**config.mk**
```make
export PLATFORM = sky130hd
export DESIGN_NAME = gesture_event_synth
export DESIGN_NICKNAME = d
export VERILOG_FILES = /design/src/rtl/gesture_event_synth.sv
export SDC_FILE = /design/constraint.sdc
export NUM_CORES = 1
export LEC_CHECK = 0
export BUFFER_PORTS_ARGS = -buffer_cell sky130_fd_sc_hd__clkbuf_2
export CORE_MARGIN = 2
export CORE_UTILIZATION = 55
export CTS_BUF_LIST = sky130_fd_sc_hd__clkbuf_16
export CTS_CLUSTER_SIZE = 28
export DETAILED_ROUTE_END_ITERATION = 16
export PLACE_DENSITY = 0.75
export SLEW_MARGIN = 10
export SYNTH_ARGS = -nofsm -noshare
export SYNTH_HDL_FRONTEND = slang
export SYNTH_SLANG_ARGS = --single-unit
```
**constraint.sdc**
```tcl
create_clock -name clk -period 5.84 [get_ports clk]
set_clock_uncertainty 0.1 [all_clocks]
set_input_delay 0.584 -clock clk [delete_from_list [all_inputs] [get_ports clk]]
set_output_delay 0.584 -clock clk [all_outputs]
set_load 0.02 [all_outputs]
```
**src/rtl/gesture_event_synth.sv**
```systemverilog
// Synthetic event-camera gesture stream: a 2x2 pixel cluster walks in one direction.
// Define GESTURE_SYNTH_NOISE_EN to add LFSR position jitter and random polarity.
module gesture_event_synth #(
    parameter int X_BITS          = 7,
    parameter int Y_BITS          = 7,
    parameter int START_X         = 64,
    parameter int START_Y         = 64,
    parameter int NUM_STEPS       = 8,
    parameter int EVENTS_PER_STEP = 4,
    parameter int STEP_PIXELS     = 2
) (
    input  logic              clk,
    input  logic              rst,
    input  logic              cmd_valid,
    output logic              cmd_ready,
    input  logic [1:0]        cmd_gesture,
    input  logic              abort,
    output logic              ev_valid,
    input  logic              ev_ready,
    output logic [X_BITS-1:0] ev_x,
    output logic [Y_BITS-1:0] ev_y,
    output logic              ev_polarity,
    output logic              busy,
    output logic              done
);
    typedef enum logic [1:0] {IDLE, EMIT, DONE} state_t;

    localparam int X_MAX = (1 << X_BITS) - 1;
    localparam int Y_MAX = (1 << Y_BITS) - 1;

    state_t            state_q, state_d;
    logic [1:0]        gesture_q, gesture_d;
    logic [X_BITS-1:0] pos_x_q, pos_x_d;
    logic [Y_BITS-1:0] pos_y_q, pos_y_d;
    logic [7:0]        step_q, step_d;
    logic [7:0]        evt_q, evt_d;
    logic              handshake;
    int                jit_x, jit_y;
    logic              pol_raw;

    function automatic logic [X_BITS-1:0] sat_x(input int v);
        if (v < 0)          return '0;
        else if (v > X_MAX) return '1;
        else                return v[X_BITS-1:0];
    endfunction

    function automatic logic [Y_BITS-1:0] sat_y(input int v);
        if (v < 0)          return '0;
        else if (v > Y_MAX) return '1;
        else                return v[Y_BITS-1:0];
    endfunction

    // abort wins over a handshake in the same cycle
    assign handshake = (state_q == EMIT) && ev_ready && !abort;

`ifdef GESTURE_SYNTH_NOISE_EN
    logic [15:0] lfsr_q, lfsr_d;

    always_comb begin
        lfsr_d = lfsr_q;
        if (handshake) begin
            lfsr_d = {lfsr_q[14:0], lfsr_q[15] ^ lfsr_q[13] ^ lfsr_q[12] ^ lfsr_q[10]};
        end
    end

    always_ff @(posedge clk) begin
        if (rst) lfsr_q <= 16'hACE1;
        else     lfsr_q <= lfsr_d;
    end

    assign jit_x   = int'(lfsr_q[0]);
    assign jit_y   = int'(lfsr_q[1]);
    assign pol_raw = lfsr_q[2];
`else
    assign jit_x   = 0;
    assign jit_y   = 0;
    assign pol_raw = 1'b1;
`endif

    always_comb begin
        state_d   = state_q;
        gesture_d = gesture_q;
        pos_x_d   = pos_x_q;
        pos_y_d   = pos_y_q;
        step_d    = step_q;
        evt_d     = evt_q;
        unique case (state_q)
            IDLE: begin
                if (cmd_valid) begin
                    gesture_d = cmd_gesture;
                    pos_x_d   = sat_x(START_X);
                    pos_y_d   = sat_y(START_Y);
                    step_d    = '0;
                    evt_d     = '0;
                    state_d   = EMIT;
                end
            end
            EMIT: begin
                if (abort) begin
                    state_d = IDLE;
                end else if (handshake) begin
                    if (evt_q == 8'(EVENTS_PER_STEP - 1)) begin
                        evt_d = '0;
                        if (step_q == 8'(NUM_STEPS - 1)) begin
                            state_d = DONE;
                        end else begin
                            step_d = step_q + 8'd1;
                            unique case (gesture_q)
                                2'b00: pos_y_d = sat_y(int'(pos_y_q) - STEP_PIXELS);
                                2'b01: pos_y_d = sat_y(int'(pos_y_q) + STEP_PIXELS);
                                2'b10: pos_x_d = sat_x(int'(pos_x_q) - STEP_PIXELS);
                                2'b11: pos_x_d = sat_x(int'(pos_x_q) + STEP_PIXELS);
                                default: ;
                            endcase
                        end
                    end else begin
                        evt_d = evt_q + 8'd1;
                    end
                end
            end
            DONE:    state_d = IDLE;
            default: state_d = IDLE;
        endcase
    end

    always_ff @(posedge clk) begin
        if (rst) begin
            state_q   <= IDLE;
            gesture_q <= '0;
            pos_x_q   <= '0;
            pos_y_q   <= '0;
            step_q    <= '0;
            evt_q     <= '0;
        end else begin
            state_q   <= state_d;
            gesture_q <= gesture_d;
            pos_x_q   <= pos_x_d;
            pos_y_q   <= pos_y_d;
            step_q    <= step_d;
            evt_q     <= evt_d;
        end
    end

    // Event fields are derived from registered state, so they hold through stalls
    assign ev_valid    = (state_q == EMIT);
    assign ev_x        = ev_valid ? sat_x(int'(pos_x_q) + int'(evt_q[0]) + jit_x) : '0;
    assign ev_y        = ev_valid ? sat_y(int'(pos_y_q) + int'(evt_q[1]) + jit_y) : '0;
    assign ev_polarity = ev_valid ? pol_raw : 1'b0;
    assign cmd_ready   = (state_q == IDLE);
    assign busy        = (state_q == EMIT);
    assign done        = (state_q == DONE);
endmodule

```
==> results of run 1 <==
-- stage by stage --
step	power [mW]	cells	util	setup WS (ps)
final	0.628	386	0.621	2970
after CTS	0.630	386	0.621	3000
after global placement	0.333	378	0.583	3330
after detailed placement	0.334	378	0.583	3240
after global routing	0.649	386	0.621	2790
after floorplan	0.323	323	-	3440
-- cells in the mapped netlist, drive strengths merged (4+ instances only) --
| cell | count | area (µm²) |
|---|---|---|
| nand4 | 11 | 68.8 |
| nor3 | 7 | 35.0 |
| clkbuf | 18 | 131 |
| and2 | 6 | 37.5 |
| or3 | 6 | 38.8 |
| o21a | 4 | 45.0 |
| xnor2 | 5 | 43.8 |
| and3 | 6 | 40.0 |
| o211ai | 4 | 30.0 |
| a21oi | 31 | 155 |
| a31oi | 4 | 25.0 |
| buf | 4 | 31.3 |
| a211oi | 5 | 37.5 |
| nand2 | 28 | 108 |
| o21ai | 13 | 68.8 |
| dfxtp | 34 | 681 |
| inv | 7 | 26.3 |
| nor2 | 35 | 131 |
| ha | 10 | 125 |
| xor2 | 11 | 96.3 |
| nand3 | 25 | 125 |
-- flip-flops by register name (all words and copies together), names as in the netlist --
signal and flops:
gesture_q 2, pos_x_q 7, state_q 2, pos_y_q 7, evt_q 8, step_q 8
-- kinds of logic (layout without fill, tap and decap cells) --
family                   Yosys count  count (layout)  share of synthesized area
XOR/XNOR                          16              16                     0.0554
adder cells (fa/ha/maj)           10              10                     0.0495
multiplexers                       4               4                     0.0163
AND/OR/NAND/NOR                  147             147                      0.311
AO/OA/AOI/OAI                     82              82                      0.223
buffers and inverters             30              41                     0.0762
flip-flops                        34              34                      0.269
-- path summary, 6_finish.rpt --
| check | end | slack, ps | cells after the start |
|---|---|---|---|
| max | ev_y[3] | 2970 | 6 |
| min | step_q[1]$_SDFFE_PP0P_ | 380 | 2 |
| max reg2reg | pos_x_q[4]$_SDFFE_PP0P_ | 3210 | 5 |
| min reg2reg | step_q[1]$_SDFFE_PP0P_ | 380 | 2 |
-- metal layers --
metal / vias up / global-route usage
li1: 1206 / -
met1: 1090 / 0.326
met2: 74 / 0.368
met3: 10 / 0.0450
met4: 0 / 0.0881
met5: - / 0
-- critical path: stages (launching register included) --
cell,delay (ps)
dfxtp_1,540
ha_1,350
nand3_1,130
nor2_1,380
nor2_1,70
a211oi_1,230
clkbuf_2,200
-- area by class of cell --
cell class	count	area [µm²]	share of cell area
tap	52	65.1	0.0239
clock inverter	3	41.3	0.0152
inverter	8	30.0	0.0110
clock buffer	5	125	0.0460
multi-input combinational	259	1660	0.608
sequential	34	681	0.250
timing repair buffer	25	125	0.0460
-- power breakdown --
group          total, mW  switching, mW  internal [mW]
Clock              0.297         0.0977          0.199
Sequential         0.251         0.0136          0.238
Combinational     0.0791         0.0499         0.0292
Total              0.628          0.161          0.466
==> flow_metrics.tcl, run 1 <==
set metrics [dict create \
    status "finished clean" \
    numCtsBuffers 5 \
    crit_fanout 11 \
    startpoint "pos_y_q[2]$_SDFFE_PP0P_" \
    dieWidth_um 71.8 \
    hold_buffers 0 \
    synth_flop_cell "dfxtp_1" \
    grt_pass1_wl_mm 9.72 \
    tightestPinTransition_ps 845 \
    final_nets 350 \
    worstHoldPathType "reg -> reg" \
    async_reset_ff_frac 0 \
    antenna_cells 0 \
    drt_wl_total_mm 5.82 \
    final_common_cell "nor2_1" \
    rsz0062_at_grt "false" \
    final_cell_mix "nor2_1 (35), dfxtp_1 (34), a21oi_1 (31), nand2_1 (27)" \
    antenna_left 0 \
    min_period_ps 2870 \
    viasPerCell 6.17 \
    slew_violations 0 \
    gp_congestion 0.867 \
    drt_pass1_iterations 4 \
    dp_hpwl_mm 4.07 \
    grt_max_degree 28 \
    crit_path_end_kind "primary output" \
    clk_pin_slew_ps 50 \
    synth_seq_cells 34 \
    dieHeight_um 71.8 \
    tritoncts "built" \
    max_cap_viol_count 0 \
    hold_start "step_q[1]$_SDFFE_PP0P_" \
    die_area_um2 5160 \
    power_density_nw_per_um2 231 \
    fp.coreArea_um2 4380 \
    grt_usage 0.237 \
    htree_levels 2 \
    relSlewSlack 0.429 \
    synth_edf_count 0 \
    fillers 400 \
    fmax_ghz 0.349 \
    top_level_ports 26 \
    path_class "reg -> out" \
    ctsResizeCount 0 \
    dr.first_iter.drc_count 166 \
    antenna_found_initial 0 \
    fin_crit_sh 0.491 \
    drt-met1-wl_mm 2.83 \
    syn_inst 323 \
    final-hold-violation-count 0 \
    yosysSeqAreaShare 0.269 \
    finalSetupViolCount 0 \
    clkLatencyLatePin_ps 280 \
    vias 2380 \
    top_layer_used "met4" \
    cts-root-buf "clkbuf_16" \
    remaining_drc_errors 0 \
    setup.worst_path.start_class "register" \
    synth.avg_cell_area_um2 7.83 \
    grt_pass1_vias 2039 \
    place_area_um2 2560 \
    initial_core_util 0.577 \
    postCtsSetupRepairBufs 0 \
    synth_warnings 0 \
    met2_length_mm 2.63 \
    areaGrowthSynthToFinish_pct 7.67 \
    worstPathArrival_ps 2180 \
    wl_per_cell_um 15.1 \
    ir_drop_uv 236 \
    syn_nets 340 \
    reg2reg_from "evt_q[0]$_SDFFE_PP0P_" \
    synth_area_um2 2530 \
    p_leak_nw 1.02 \
    design_area_um2 2720 \
    finalSetupTns_ps 0 \
    row_count 24 \
    cts_sinks 34 \
    clockBufferDepth 2 \
    route.met3.wl_um 268 \
    drive_above_1_share 0.141 \
    synth_cell_types 66 \
    hold_slack_ps 382 \
    port_buffers 25 \
    cp.required_ps 5160 \
    grt.overflow.total 0 \
]
(Power assumes the default switching activity.)
==> run 2, diff against run 1 <==
- ABC_AREA: unset -> 1
- clock period: 5.84 -> 2.75 ns (I/O delays scaled with it)
==> run 2 against run 1 <==
Effect of this change:
- critical endpoint is now ev_y[6]
- largest cell class unchanged
- combinational power rose to 3.8 times the previous value
- total power up 120%
- clock-buffer cell count unchanged
- register-to-register slack worse by 2300 ps
==> flow_metrics.tcl, run 2 <==
set metrics [dict create \
    status "finished clean" \
    cp.required_ps 2380 \
    tightestPinTransition_ps 521 \
    p_leak_nw 1.28 \
    yosysSeqAreaShare 0.263 \
    p_sw_frac 0.323 \
    dieWidth_um 72.6 \
    total_power_mw 1.39 \
    dieHeight_um 72.6 \
    ctsResizeCount 0 \
    top_regs "evt_q: 8 flops, step_q: 8 flops" \
    viasPerCell 5.54 \
    worstPathArrival_ps 1820 \
    syn_inst 423 \
    synth.avg_cell_area_um2 6.12 \
    hold_end "state_q[1]$_SDFFE_PP0P_" \
    synth_top_area_cell "dfxtp_1" \
    path_class "reg -> out" \
    fin_util 0.642 \
    synth_seq_cells 34 \
    drt_pass1_iterations 5 \
    power_frac_seq 0.396 \
    final_nets 460 \
    finalSetupViolCount 0 \
    synth_edf_count 0 \
    fmax_ghz 0.455 \
    synth_area_leaders "dfxtp_1 (26%), nand2_1 (16%), nor2_1 (8.6%)" \
    final_common_cell "nand2_1" \
    postCtsSetupRepairBufs 0 \
    synth_cell_types 36 \
    clk_pin_slew_ps 60 \
    areaGrowthSynthToFinish_pct 10.2 \
    route.met3.wl_um 325 \
    antenna_cells 0 \
    grt_pass1_wl_mm 10.3 \
    port_buffers 25 \
    cts_sinks 34 \
    drt_wl_total_mm 6.11 \
    hold_buffers 0 \
    drt-met1-wl_mm 2.90 \
    die_area_um2 5270 \
    synth_warnings 0 \
    reg2reg_to "pos_y_q[1]$_SDFFE_PP0P_" \
    min_period_ps 2200 \
    pwr-share-comb 0.214 \
    synth.most_common_cell "nand2_1" \
    max_cap_viol_count 0 \
    cts-root-buf "clkbuf_16" \
    final_cell_mix "nand2_1 (107), nor2_1 (59), inv_1 (50), nand3_1 (37), dfxtp_1 (34)" \
    layout.cells.non_filler 496 \
    top_level_ports 26 \
    final-hold-violation-count 0 \
    initial_core_util 0.582 \
    row_count 24 \
    fin_crit_sh 0.800 \
    ir_drop_uv 402 \
    reg2reg_slack_ps 950 \
    vias 2747 \
    grt_max_degree 22 \
    clkPwrFrac 0.389 \
    crit_fanout 5 \
    power_switching_mw 0.450 \
    setup.worst_path.start_class "register" \
    reg2reg_from "step_q[0]$_SDFFE_PP0P_" \
    clockBufferDepth 2 \
    slew_violations 0 \
    wl_per_cell_um 12.3 \
    p_int_mw 0.943 \
    power_density_nw_per_um2 488 \
    relSlewSlack 0.652 \
    crit_path_end_kind "primary output" \
    numCtsBuffers 5 \
    synth_area_um2 2590 \
    async_reset_ff_frac 0 \
    gp_congestion 0.899 \
    synth_flop_cell "dfxtp_1" \
    htree_levels 2 \
    dp_hpwl_mm 4.38 \
    clkLatencyLatePin_ps 280 \
    antenna_left 0 \
    finalSetupTns_ps 0 \
    grt_pass1_vias 2442 \
    dr.first_iter.drc_count 263 \
    top_layer_used "met4" \
    synth_commonest_cells "nand2_1 (107), nor2_1 (59), inv_1 (49)" \
    antenna_found_initial 0 \
    worstHoldPathType "in -> reg" \
    grt.overflow.total 0 \
    fp.coreArea_um2 4440 \
    min_path_cells 2 \
    rsz0062_at_grt "false" \
    syn_nets 440 \
    hold_start "abort" \
    netlist.area_leader.share 0.263 \
    drive_above_1_share 0.122 \
    worst_r2r_path_depth 10 \
    grt_usage 0.245 \
    dp_cells 488 \
    met2_length_mm 2.77 \
    tritoncts "built" \
    remaining_drc_errors 0 \
]
==> run 2: worst max-delay path, stage by stage (launching register included) <==
cell and delay [ps]:
dfxtp_1 370, ha_1 260, ha_1 210, nand3_1 120, nor2_1 140, o21ai_0 80
a31oi_1 160, clkbuf_2 190
==> run 2: power groups by stage <==
stage	clock network (mW)	logic (mW)	registers, mW
3_3_place_gp	0	0.289	0.562
4_1_cts	0.552	0.294	0.551
5_1_grt	0.571	0.338	0.556
3_5_place_dp	0	0.292	0.562
6_report	0.542	0.299	0.552
2_1_floorplan	0	0.251	0.541
==> run 2: final cells by class <==
| cell class | count | area (µm²) |
|---|---|---|
| Timing Repair Buffer | 26 | 133 |
| Fill cell | 416 | 1590 |
| Clock inverter | 3 | 12.5 |
| Clock buffer | 5 | 125 |
| Inverter | 54 | 213 |
| Multi-Input combinational cell | 322 | 1630 |
| Tap cell | 52 | 65.1 |
| Sequential cell | 34 | 681 |
==> run 2: cell families after synthesis <==
logic type | synth area share
buffers and inverters | 0.109
xor gates and xnor gates | 0.0372
DFF | 0.263
AOI/OAI and AO/OA | 0.137
and+or+nand+nor | 0.406
adders and majority gates | 0.0483
==> run 2: metal layers <==
metal,GRT usage,vias to the layer above
met5,0,-
met4,0.0926,0
met3,0.0442,11
met2,0.415,97
met1,0.309,1231
li1,-,1408
==> run 2: worst max path at each step <==
stage | startpoint | to | slack (ps) | cells past startpoint
final | evt_q[1]$_SDFFE_PP0P_ | ev_y[6] | 550 | 7
after global routing | evt_q[1]$_SDFFE_PP0P_ | ev_y[6] | 370 | 7
after CTS | evt_q[1]$_SDFFE_PP0P_ | ev_y[6] | 540 | 7
after detailed placement | evt_q[0]$_SDFFE_PP0P_ | ev_x[6] | 840 | 7
after global placement | evt_q[1]$_SDFFE_PP0P_ | ev_y[6] | 880 | 7
after floorplan | evt_q[0]$_SDFFE_PP0P_ | ev_x[4] | 930 | 6
==> run 2: through the flow <==
stage	instance area, µm²	hold WS (ps)	worst slack, ps
finish	2850	166	551
global route	2850	178	373
CTS	2850	163	541
detailed placement	2720	357	838
global placement	2720	358	877
floorplan	2590	244	931
==> run 3, diff against run 2 <==
- clock period: 2.75 -> 2.3 ns (I/O delays scaled with it)
==> run 3 against run 2 <==
Effect of this change:
- first-iteration DRC count fell by 17%
- non-clock buffer count did not move
- clock power rose by 19%
- sequential share of layout area is essentially flat
- wire length is 0.57% higher
- via count is 2.2% lower
- design area up 0.22%
- final cell count is the same
- critical endpoint unchanged
- highest routed layer unchanged
==> flow_metrics.tcl, run 3 (synthesis gave the netlist of run 2 again) <==
set metrics [dict create \
    cts-root-buf "clkbuf_16" \
    p_sw_frac 0.320 \
    fmax_ghz 0.463 \
    drive_above_1_share 0.128 \
    tritoncts "built" \
    antenna_left 0 \
    hold_slack_ps 117 \
    antenna_cells 0 \
    dieHeight_um 72.6 \
    drt_pass1_iterations 5 \
    max_cap_viol_count 0 \
    areaGrowthSynthToFinish_pct 10.5 \
    final_common_cell "nand2_1" \
    clkLatencyLatePin_ps 280 \
    numCtsBuffers 5 \
    reg2reg_slack_ps 550 \
    pwr-share-comb 0.214 \
    p_leak_nw 1.28 \
    grt_max_degree 22 \
    path_class "reg -> out" \
    crit_end "ev_y[6]" \
    ir_drop_uv 303 \
    finalSetupTns_ps 0 \
    htree_levels 2 \
    setup.worst_path.start_class "register" \
    die_area_um2 5270 \
    grt.overflow.total 0 \
    final-hold-violation-count 0 \
    crit_path_end_kind "primary output" \
    rsz0062_at_grt "false" \
    remaining_drc_errors 0 \
    grt_usage 0.249 \
    dr.first_iter.drc_count 217 \
    port_buffers 25 \
    vias 2686 \
    cp.required_ps 1970 \
    row_count 24 \
    wl_per_cell_um 12.4 \
    final_nets 460 \
    fin_util 0.644 \
    fp.coreArea_um2 4440 \
    worstPathArrival_ps 1830 \
    startpoint "evt_q[1]$_SDFFE_PP0P_" \
    cts_sinks 34 \
    viasPerCell 5.42 \
    worst_r2r_path_depth 11 \
    clockBufferDepth 2 \
    finalSetupViolCount 0 \
    fillers 437 \
    power_switching_mw 0.532 \
    initial_core_util 0.582 \
    slew_violations 0 \
    reg2reg_to "pos_y_q[3]$_SDFFE_PP0P_" \
    drt_wl_total_mm 6.14 \
    status "finished clean" \
    crit_fanout 5 \
    gp_congestion 0.911 \
    dp_hpwl_mm 4.39 \
    clk_pin_slew_ps 50 \
    final_cell_mix "nand2_1 (107), nor2_1 (59), inv_1 (50), nand3_1 (37), dfxtp_1 (33)" \
    postCtsSetupRepairBufs 0 \
    p_int_mw 1.13 \
    min_period_ps 2160 \
    top_level_ports 26 \
    fin_crit_sh 0.939 \
    antenna_found_initial 0 \
    grt_pass1_vias 2451 \
    top_regs "evt_q: 8 flops, step_q: 8 flops" \
    grt_pass1_wl_mm 10.6 \
    relSlewSlack 0.636 \
    tightestPinTransition_ps 545 \
    dieWidth_um 72.6 \
    worstHoldPathType "in -> reg" \
    power_frac_seq 0.398 \
    reg2reg_from "step_q[0]$_SDFFE_PP0P_" \
    power_density_nw_per_um2 580 \
    clkPwrFrac 0.388 \
]
[run 3: cell counts in the layout (fill, tap and decap cells not counted)]
No cell type changed its count.
[run 3: power groups by stage]
stage,logic (mW),registers [mW],clock network [mW]
final,0.355,0.661,0.644
after detailed placement,0.349,0.672,0
after CTS,0.353,0.660,0.650
after global routing,0.406,0.666,0.674
after global placement,0.346,0.672,0
after floorplan,0.300,0.647,0
[run 3: cell type report]
cell class | instances | area (µm²) | share of cell area
clock buffer | 5 | 125 | 0.0437
multi-input combinational | 322 | 1630 | 0.570
timing repair buffer | 26 | 133 | 0.0464
tap | 52 | 65.1 | 0.0227
sequential | 34 | 682 | 0.238
clock inverter | 3 | 12.5 | 0.00437
inverter | 54 | 213 | 0.0744
[run 3: critical path, cell delays in order (launching register included)]
cell and delay [ps]:
dfxtp_1 390, ha_2 260, ha_1 190, nand3_1 120, nor2_1 150, o21ai_0 90
a31oi_1 160, clkbuf_2 190
[run 3: layer usage]
layer	vias to the layer above	routed length, µm	track usage
met5	-	0	0
met3	9	336	0.0373
met4	0	78	0.0741
met2	73	2890	0.426
met1	1199	2840	0.323
li1	1405	-	-
[run 3: worst min-delay path by stage]
| stage | start | to | slack [ps] | depth (start not counted) |
|---|---|---|---|---|
| 2_1_floorplan | rst | evt_q[6]$_SDFFE_PP0P_ | 200 | 1 |
| 3_3_place_gp | pos_y_q[0]$_SDFFE_PP0P_ | pos_y_q[0]$_SDFFE_PP0P_ | 360 | 2 |
| 3_5_place_dp | pos_x_q[0]$_SDFFE_PP0P_ | pos_x_q[0]$_SDFFE_PP0P_ | 360 | 2 |
| 4_1_cts | cmd_gesture[0] | gesture_q[0]$_SDFFE_PP0P_ | 120 | 3 |
| 5_1_grt | abort | state_q[1]$_SDFFE_PP0P_ | 130 | 2 |
| 6_report | cmd_gesture[0] | gesture_q[0]$_SDFFE_PP0P_ | 120 | 3 |
[run 3: per-stage QoR]
step | area [µm²] | setup slack (ps) | power, mW | std cells
final | 2860 | 141 | 1.66 | 496
after global routing | 2860 | 25.5 | 1.75 | 496
after global placement | 2720 | 462 | 1.02 | 488
after detailed placement | 2720 | 421 | 1.02 | 488
after CTS | 2850 | 105 | 1.66 | 496
after floorplan | 2590 | 526 | 0.947 | 423
[run 3: timing repair]
item,4_1_cts,5_1_grt
gates resized for setup,0,3
setup endpoints to repair,0,3
hold buffers,0,0
